[src/rtl/bundle_decoder.sv]
// bundle_decoder: consumer end of the fetch interface.
// Buffers 60-bit fetch bundles (two 30-bit instructions, upper slot first)
// in a small FIFO and hands out one decoded instruction per cycle over a
// valid/ready handshake. full_o holds the PC while no space is available.
// Optional feature macro: BUNDLE_DECODER_NOP_SQUASH_EN. When defined,
// opcode-0 slots are never presented and all-NOP bundles are not stored.
module bundle_decoder #(
  parameter int DEPTH = 4,
  parameter int PTR_W = 2
) (
  input  logic        clock_i,
  input  logic        reset_i,
  input  logic [59:0] data_i,
  input  logic        enable_i,
  input  logic        flush_i,
  output logic        full_o,
  output logic        overflow_o,
  output logic        valid_o,
  input  logic        ready_i,
  output logic        slot_o,
  output logic        format_o,
  output logic        branch_o,
  output logic [6:0]  opcode_o,
  output logic [4:0]  primary_o,
  output logic [4:0]  secondary_o,
  output logic [15:0] immediate_o
);

  // Storage: bundle plus a per-slot live mask (bit 0 = upper slot).
  logic [59:0] bundle_mem [DEPTH];
  logic [1:0]  mask_mem   [DEPTH];

  logic [PTR_W-1:0] rd_ptr_reg, rd_ptr_next;
  logic [PTR_W-1:0] wr_ptr_reg, wr_ptr_next;
  logic [PTR_W:0]   count_reg, count_next;
  logic             slot_reg, slot_next;
  logic             overflow_reg, overflow_next;

  logic             write_en;
  logic [PTR_W-1:0] write_addr;

  logic [59:0] head_bundle;
  logic [1:0]  head_mask;
  logic        cur_slot;
  logic [29:0] cur_instr;
  logic        not_empty;
  logic        full;
  logic        valid;
  logic        xfer;
  logic        advance;
  logic        pop;
  logic [1:0]  push_mask;
  logic        push_req;
  logic        push_ok;

`ifdef BUNDLE_DECODER_NOP_SQUASH_EN
  // A slot is live only when its opcode field is non-zero.
  for (genvar gi = 0; gi < 2; gi++) begin : g_live
    assign push_mask[gi] = |data_i[(1-gi)*30 + 21 +: 7];
  end
`else
  assign push_mask = 2'b11;
`endif

  assign push_req = enable_i & (|push_mask);

  // Head entry view; slot pointer skips a dead upper slot on its own so a
  // freshly pushed or popped-to head needs no extra bookkeeping.
  assign head_bundle = bundle_mem[rd_ptr_reg];
  assign head_mask   = mask_mem[rd_ptr_reg];
  assign not_empty   = (count_reg != '0);
  assign full        = (count_reg == (PTR_W+1)'(DEPTH));
  assign cur_slot    = slot_reg | ~head_mask[0];
  assign valid       = not_empty & head_mask[cur_slot];
  assign cur_instr   = cur_slot ? head_bundle[29:0] : head_bundle[59:30];

  assign xfer    = valid & ready_i;
  assign advance = xfer & ~cur_slot & head_mask[1];
  assign pop     = xfer & ~advance;
  assign push_ok = push_req & (~full | pop);

  // Field decode: all-zero when nothing is being presented.
  always_comb begin
    slot_o      = 1'b0;
    format_o    = 1'b0;
    branch_o    = 1'b0;
    opcode_o    = '0;
    primary_o   = '0;
    secondary_o = '0;
    immediate_o = '0;
    if (valid) begin
      slot_o      = cur_slot;
      format_o    = cur_instr[29];
      branch_o    = cur_instr[28];
      opcode_o    = cur_instr[27:21];
      primary_o   = cur_instr[20:16];
      secondary_o = cur_instr[15:11];
      immediate_o = cur_instr[15:0];
    end
  end

  assign valid_o    = valid;
  assign full_o     = full;
  assign overflow_o = overflow_reg;

  // Next-state: flush wins over consume; a push alongside flush lands in slot 0.
  always_comb begin
    rd_ptr_next   = rd_ptr_reg;
    wr_ptr_next   = wr_ptr_reg;
    count_next    = count_reg;
    slot_next     = slot_reg;
    overflow_next = overflow_reg;
    write_en      = 1'b0;
    write_addr    = wr_ptr_reg;
    if (flush_i) begin
      rd_ptr_next = '0;
      slot_next   = 1'b0;
      write_addr  = '0;
      write_en    = push_req;
      wr_ptr_next = push_req ? PTR_W'(1) : '0;
      count_next  = push_req ? (PTR_W+1)'(1) : '0;
    end else begin
      if (advance) begin
        slot_next = 1'b1;
      end
      if (pop) begin
        rd_ptr_next = rd_ptr_reg + PTR_W'(1);
        slot_next   = 1'b0;
      end
      if (push_ok) begin
        write_en    = 1'b1;
        wr_ptr_next = wr_ptr_reg + PTR_W'(1);
      end
      if (push_req & full & ~pop) begin
        overflow_next = 1'b1;
      end
      case ({push_ok, pop})
        2'b10:   count_next = count_reg + (PTR_W+1)'(1);
        2'b01:   count_next = count_reg - (PTR_W+1)'(1);
        default: count_next = count_reg;
      endcase
    end
  end

  // Control state register with asynchronous active-low reset.
  always_ff @(posedge clock_i or negedge reset_i) begin
    if (!reset_i) begin
      rd_ptr_reg   <= '0;
      wr_ptr_reg   <= '0;
      count_reg    <= '0;
      slot_reg     <= 1'b0;
      overflow_reg <= 1'b0;
    end else begin
      rd_ptr_reg   <= rd_ptr_next;
      wr_ptr_reg   <= wr_ptr_next;
      count_reg    <= count_next;
      slot_reg     <= slot_next;
      overflow_reg <= overflow_next;
    end
  end

  // Bundle storage write; contents need no reset since count gates visibility.
  always_ff @(posedge clock_i) begin
    if (write_en) begin
      bundle_mem[write_addr] <= data_i;
      mask_mem[write_addr]   <= push_mask;
    end
  end

endmodule

[config.mk]
export PLATFORM = sky130hd
export DESIGN_NAME = bundle_decoder
export DESIGN_NICKNAME = d
export VERILOG_FILES = /design/src/rtl/bundle_decoder.sv
export SDC_FILE = /design/constraint.sdc
export NUM_CORES = 1
export LEC_CHECK = 0
export ABC_CLOCK_PERIOD_IN_PS = 16900
export BUFFER_PORTS_ARGS = -buffer_cell sky130_fd_sc_hd__buf_2
export CAP_MARGIN = 15
export CORE_MARGIN = 4
export CORE_UTILIZATION = 50
export CTS_BUF_LIST = sky130_fd_sc_hd__clkbuf_2
export DETAILED_ROUTE_END_ITERATION = 8
export GPL_TIMING_DRIVEN = 1
export PLACE_DENSITY = 0.75
export SYNTH_ARGS = -nofsm -noshare
export SYNTH_HDL_FRONTEND = slang
export SYNTH_SLANG_ARGS = --single-unit
[constraint.sdc]
create_clock -name clock_i -period 16.9 [get_ports clock_i]
set_clock_uncertainty 0.1 [all_clocks]
set_input_delay 2.535 -clock clock_i [delete_from_list [all_inputs] [get_ports clock_i]]
set_output_delay 2.535 -clock clock_i [all_outputs]
set_load 0.05 [all_outputs]
After elaboration in Yosys (flattened, before gate mapping)
Memories as Yosys holds them, arrays and structs flattened.
Index checks and enable logic that the tools add are counted.
{"block": "word_totals", "input_bits": 65, "regBits": 9, "ramBits": 240, "mem_count": 1}
{"memory": "bundle_mem", "words": 4, "width": 60, "read_ports": 1, "rd_ports_with_merged_regs": 0, "write_ports": 1, "line_no": "30", "source": "logic [59:0] bundle_mem [DEPTH];"}
{"block": "classes", "n_reduce_logical": 6, "muxes": 26, "n_bitwise": 16, "n_eq_ne": 3, "magnitude_cmp": 1, "add_sub_neg": 4}
{"op": "two-way mux 30 bit", "n": 1}
{"op": "two-way mux 16 bit", "n": 1}
{"op": "two-way mux 1 bit", "n": 14}
{"op": "two-way mux 2 bit", "n": 5}
{"op": "two-way mux 5 bit", "n": 2}
{"op": "nonzero test 3 bit", "n": 3}
{"op": "bitwise AND 1 bit", "n": 7}
{"op": "two-way mux 7 bit", "n": 1}
{"op": "one-hot mux 3 bit (2 select lines)", "n": 1}
{"op": "inverter 1 bit", "n": 5}
{"op": "adder 2 x 1 -> 2 bit (second input constant)", "n": 2}
{"op": "nonzero test 2 bit", "n": 2}
{"op": "adder 3 x 1 -> 3 bit (second input constant)", "n": 1}
{"op": "equality test 3 bit (second input constant)", "n": 1}
{"op": "two-way mux 3 bit", "n": 1}
{"op": "subtractor 3 x 1 -> 3 bit (second input constant)", "n": 1}
{"op": "equality test 2 x 1 -> 1 bit (second input constant)", "n": 1}
{"op": "equality test 2 bit (second input constant)", "n": 1}
{"op": "< comparator 1 x 2 -> 1 bit (second input constant)", "n": 1}
{"op": "OR 1 bit", "n": 2}
{"op": "AND reduction 2 bit", "n": 1}
{"op": "bitwise AND 1 bit (second input constant)", "n": 1}
{"op": "inverter 1 bit (first input constant)", "n": 1}

Longest topological paths before layout
{"block": "depth", "word_depth": 16, "mapped_depth": 11}

Worst setup path before layout
No wires, ideal clock.
{"block": "synth_timing", "path_kind": "input to register", "startpoint": "input ready_i", "endpoint": "memory bundle_mem[2][0], enable pin", "setup_slack_ns": 7.074, "arrival_time_ns": 9.078, "stages": 4, "cell_sequence": "and2_1 -> buf_4 -> nor2_1 -> nor4b_1"}
{"block": "synth_between", "elab_chain_cells": 11}
{"item": "from (decl)", "line_no": "19", "source": "input logic ready_i,"}
{"item": "bitwise AND 1 bit *", "line_no": "77", "source": "assign xfer = valid & ready_i;"}
{"item": "bitwise AND 1 bit (2 in a row)", "line_no": "78", "source": "assign advance = xfer & ~cur_slot & head_mask[1];"}
{"item": "inverter 1 bit", "line_no": "79", "source": "assign pop = xfer & ~advance;"}
{"item": "bitwise AND 1 bit *", "line_no": "79"}
{"item": "OR 1 bit *", "line_no": "80", "source": "assign push_ok = push_req & (~full | pop);"}
{"item": "bitwise AND 1 bit *", "line_no": "80"}
{"item": "two-way mux 1 bit *", "line_no": "130", "source": "if (push_ok) begin"}
{"item": "two-way mux 1 bit *", "line_no": "115", "source": "if (flush_i) begin"}
{"item": "two-way mux 1 bit *", "line_no": "164", "source": "if (write_en) begin"}
{"item": "two-way mux 1 bit *"}
{"item": "to (decl)", "line_no": "30"}
Mark *: on every way between the ends. The rest lies on a longest branch, timed or not.

Worst setup path in the final report
{"block": "layout_timing", "startpoint": "register rd_ptr_reg[0]", "endpoint": "output primary_o[3]"}
{"block": "layout_between", "elab_chain_cells": 3}
{"item": "from (decl)", "line_no": "33", "source": "logic [PTR_W-1:0] rd_ptr_reg, rd_ptr_next;"}
{"item": "from (signal assigned)", "line_no": "154", "source": "rd_ptr_reg <= rd_ptr_next;"}
{"item": "memory read (4 x 60 bit)"}
{"item": "two-way mux 30 bit", "line_no": "75", "source": "assign cur_instr = cur_slot ? head_bundle[29:0] : head_bundle[59:30];"}
{"item": "two-way mux 5 bit", "line_no": "91", "source": "if (valid) begin"}
{"item": "to (decl)", "line_no": "24", "source": "output logic [4:0] primary_o,"}
Every way passes these cells.

==> out/metrics.cfg <==
[timing]
setup-violations-final = 0
tns_ns = 0
period_share_pct = 35.2
slew_viol_final = 0
hold_violations = 0
slew_headroom_pct = 31.8
min_period_ns = 5.95
worst_pin_slew_ns = 1.02
rsz0062_at_grt = false
fmax_mhz = 168

[floorplanning]
rows = 50
design.die.area_sq_mm = 0.0215
die_w_microns = 147
initial_core_util_pct = 51.0
core-area_sq_mm = 0.0188
die_h_microns = 147
io_pins = 104

[cells_and_area]
instances_no_fill = 874
fillerInstances = 1433
largest_reg_flops = 240
drive_above_1_share_pct = 43.7
synthToLayoutAreaGrowth_pct = 13.4
fin_nets = 633

[clocking]
clockBufferDepth = 3
post-cts-setup-buffers = 0
clkSinkCount = 249
htreeDepth = 2
hold_buffers = 0
cts_buffers = 60
cts-root-buf = clkbuf_2
clk_latency_ns = 0.78
clk_pin_slew_ns = 0.11
tritoncts = done
cts-resized-gates = 0

[worst_setup_path]
cp_cell_sequence = buf_4, mux4_2, a22o_1, buf_2
slowest_stage = buf_4
r2r_cells = 6
endpoint_kind = output port
rr_endpoint = count_reg[1]
cp.arrival_ns = 3.32
startpoint_type = flop
crit_type = reg -> out
timing.rr.start = count_reg[2]
cp_max_fo = 47
critPathRequiredTime_ns = 14.27
max_stage_delay_ns = 0.79
r2r_setup_slack_ns = 13.98

[placement]
io_buffers = 103
hpwlAfterDp_microns = 10300
routabilityCongestion = 0.725
post-place-cells = 765

[route]
ant_nets = 0
drt_pass1_iterations = 4
viasPerCell = 5.46
first_iter_violations = 337
routedWlPerCell_microns = 20.6
routed_wirelength_microns = 18000
drc_errors = 0
num_vias = 4768

[yosys]
ys_types = 37
netlist_area_sq_mm = 0.00961
synthCells = 428
synth-seq-cells = 249
ys_seq_area_share_pct = 77.3
syn_area_per_cell_sq_um = 22.5
syn_nets = 494
synth_top_area_share_pct = 75.0
netlist_top_cells_area = edfxtp_1 75%, mux4_2 14%, a22o_1 2.7%, dfrtp_1 2.3%, buf_6 0.70%
yosys_warnings = 0
synth_largest_area_cell = edfxtp_1

[power]
p_total_w = 0.00141
p_per_area_mw_per_mm2 = 129
p_leak_nw = 3.79
ir_drop_uv = 80.9

[global_route]
gr-total-overflow = 0
grt_pass1_vias = 5282
grt_first_pass_wirelength_microns = 28700
antenna_found_initial = 4
track_usage_pct = 17.3
grt_start_max_net_pins = 61

[worst_hold_path]
hold_class = reg -> reg
min_from = overflow_o
hold_depth = 1
min_to = overflow_o

[flow_run]
maxCapViolCount = 0

[status]
outcome = finished, final reports clean

## worst max path at each step
stage / slack [ns] / startpoint / endpoint / depth (start not counted)
floorplan: 7.07 / ready_i / bundle_mem[2][0] / 4
global placement: 11.67 / rd_ptr_reg[0] / secondary_o[2] / 4
detailed placement: 11.67 / rd_ptr_reg[0] / format_o / 4
CTS: 10.77 / rd_ptr_reg[0] / opcode_o[2] / 4
global route: 10.59 / rd_ptr_reg[0] / opcode_o[2] / 4
finish: 10.95 / rd_ptr_reg[0] / primary_o[3] / 4
## cell families after synthesis
group,after synthesis,share of synthesized area [%]
multiplexers,63,14.4
buffers and inverters,33,2.10
AO/OA/AOI/OAI,42,3.63
flip-flops,249,77.3
AND/OR/NAND/NOR,35,1.93
adder cells (fa/ha/maj),1,0.208
XOR/XNOR,5,0.456
## area by class of cell
type | instances | area, sq um | area share (%)
antenna | 1 | 2.50 | 0.0230
inverter | 2 | 7.51 | 0.0689
tap | 260 | 325 | 2.98
clock buffer | 86 | 430 | 3.95
multi-input combinational | 146 | 2010 | 18.4
timing repair buffer | 108 | 553 | 5.07
clock inverter | 22 | 136 | 1.25
sequential | 249 | 7440 | 68.2
## synthesized netlist by cell type, drive strengths merged
master   instances
buf             21
o31ai            1
nand2b           1
o21bai           1
nor2            13
clkbuf          10
nand2            3
a22o            30
edfxtp         240
o2111ai          1
nor3             3
or4b             1
dfrtp            9
a21oi            2
nor2b            3
xnor2            1
fa               1
xor2             4
a221oi           1
nand3            2
and3             2
or3              1
and2             3
mux4            60
o22ai            1
nand3b           1
o21ai            1
or3b             1
nor4b            1
inv              2
a32oi            2
o211ai           2
mux2i            3
## report_power, final
part | switching [W] | internal, W | leakage (nW)
Clock | 0.000223 | 0.000167 | 0.422
Sequential | 0.0000141 | 0.000709 | 2.32
Combinational | 0.000209 | 0.0000859 | 1.05
Total | 0.000446 | 0.000963 | 3.79
## layout by cell type (no fill, tap or decap), types with 2 or more instances in the layout
master       n
edfxtp_1   240
buf_2      103
clkbuf_2    86
mux4_2      60
a22o_1      30
clkinv_1    18
nor2_1      12
dfrtp_1      7
buf_4        5
xor2_1       4
nand2_1      3
nor3_1       3
mux2i_1      3
and2_4       2
nor2b_4      2
inv_1        2
and3_1       2
nand3_1      2
a21oi_1      2
o211ai_1     2
a32oi_1      2
bufinv_16    2
## worst max-delay path, delay by kind of cell, from the launching register on
family                 cells  cell delay (ns)
buffers and inverters      2             1.00
flip-flops                 1             0.63
multiplexers               1             0.60
AO/OA/AOI/OAI              1             0.25
## per-layer routing
metal | global-route usage [%] | wire, microns
met5 | 0 | 28
met4 | 5.97 | 378
met3 | 4.93 | 1160
met2 | 30.4 | 9610
met1 | 20.7 | 6850
## through the flow
stage	setup slack (ns)	hold slack (ns)	util [%]	instance area, sq um
after floorplan	7.07	0.452	-	9610
after global placement	11.67	0.363	54.9	10300
after detailed placement	11.67	0.366	54.9	10300
after CTS	10.77	0.389	57.9	10900
after global routing	10.59	0.414	57.9	10900
final	10.95	0.383	57.9	10900
Power figures use the tool's default switching activity.
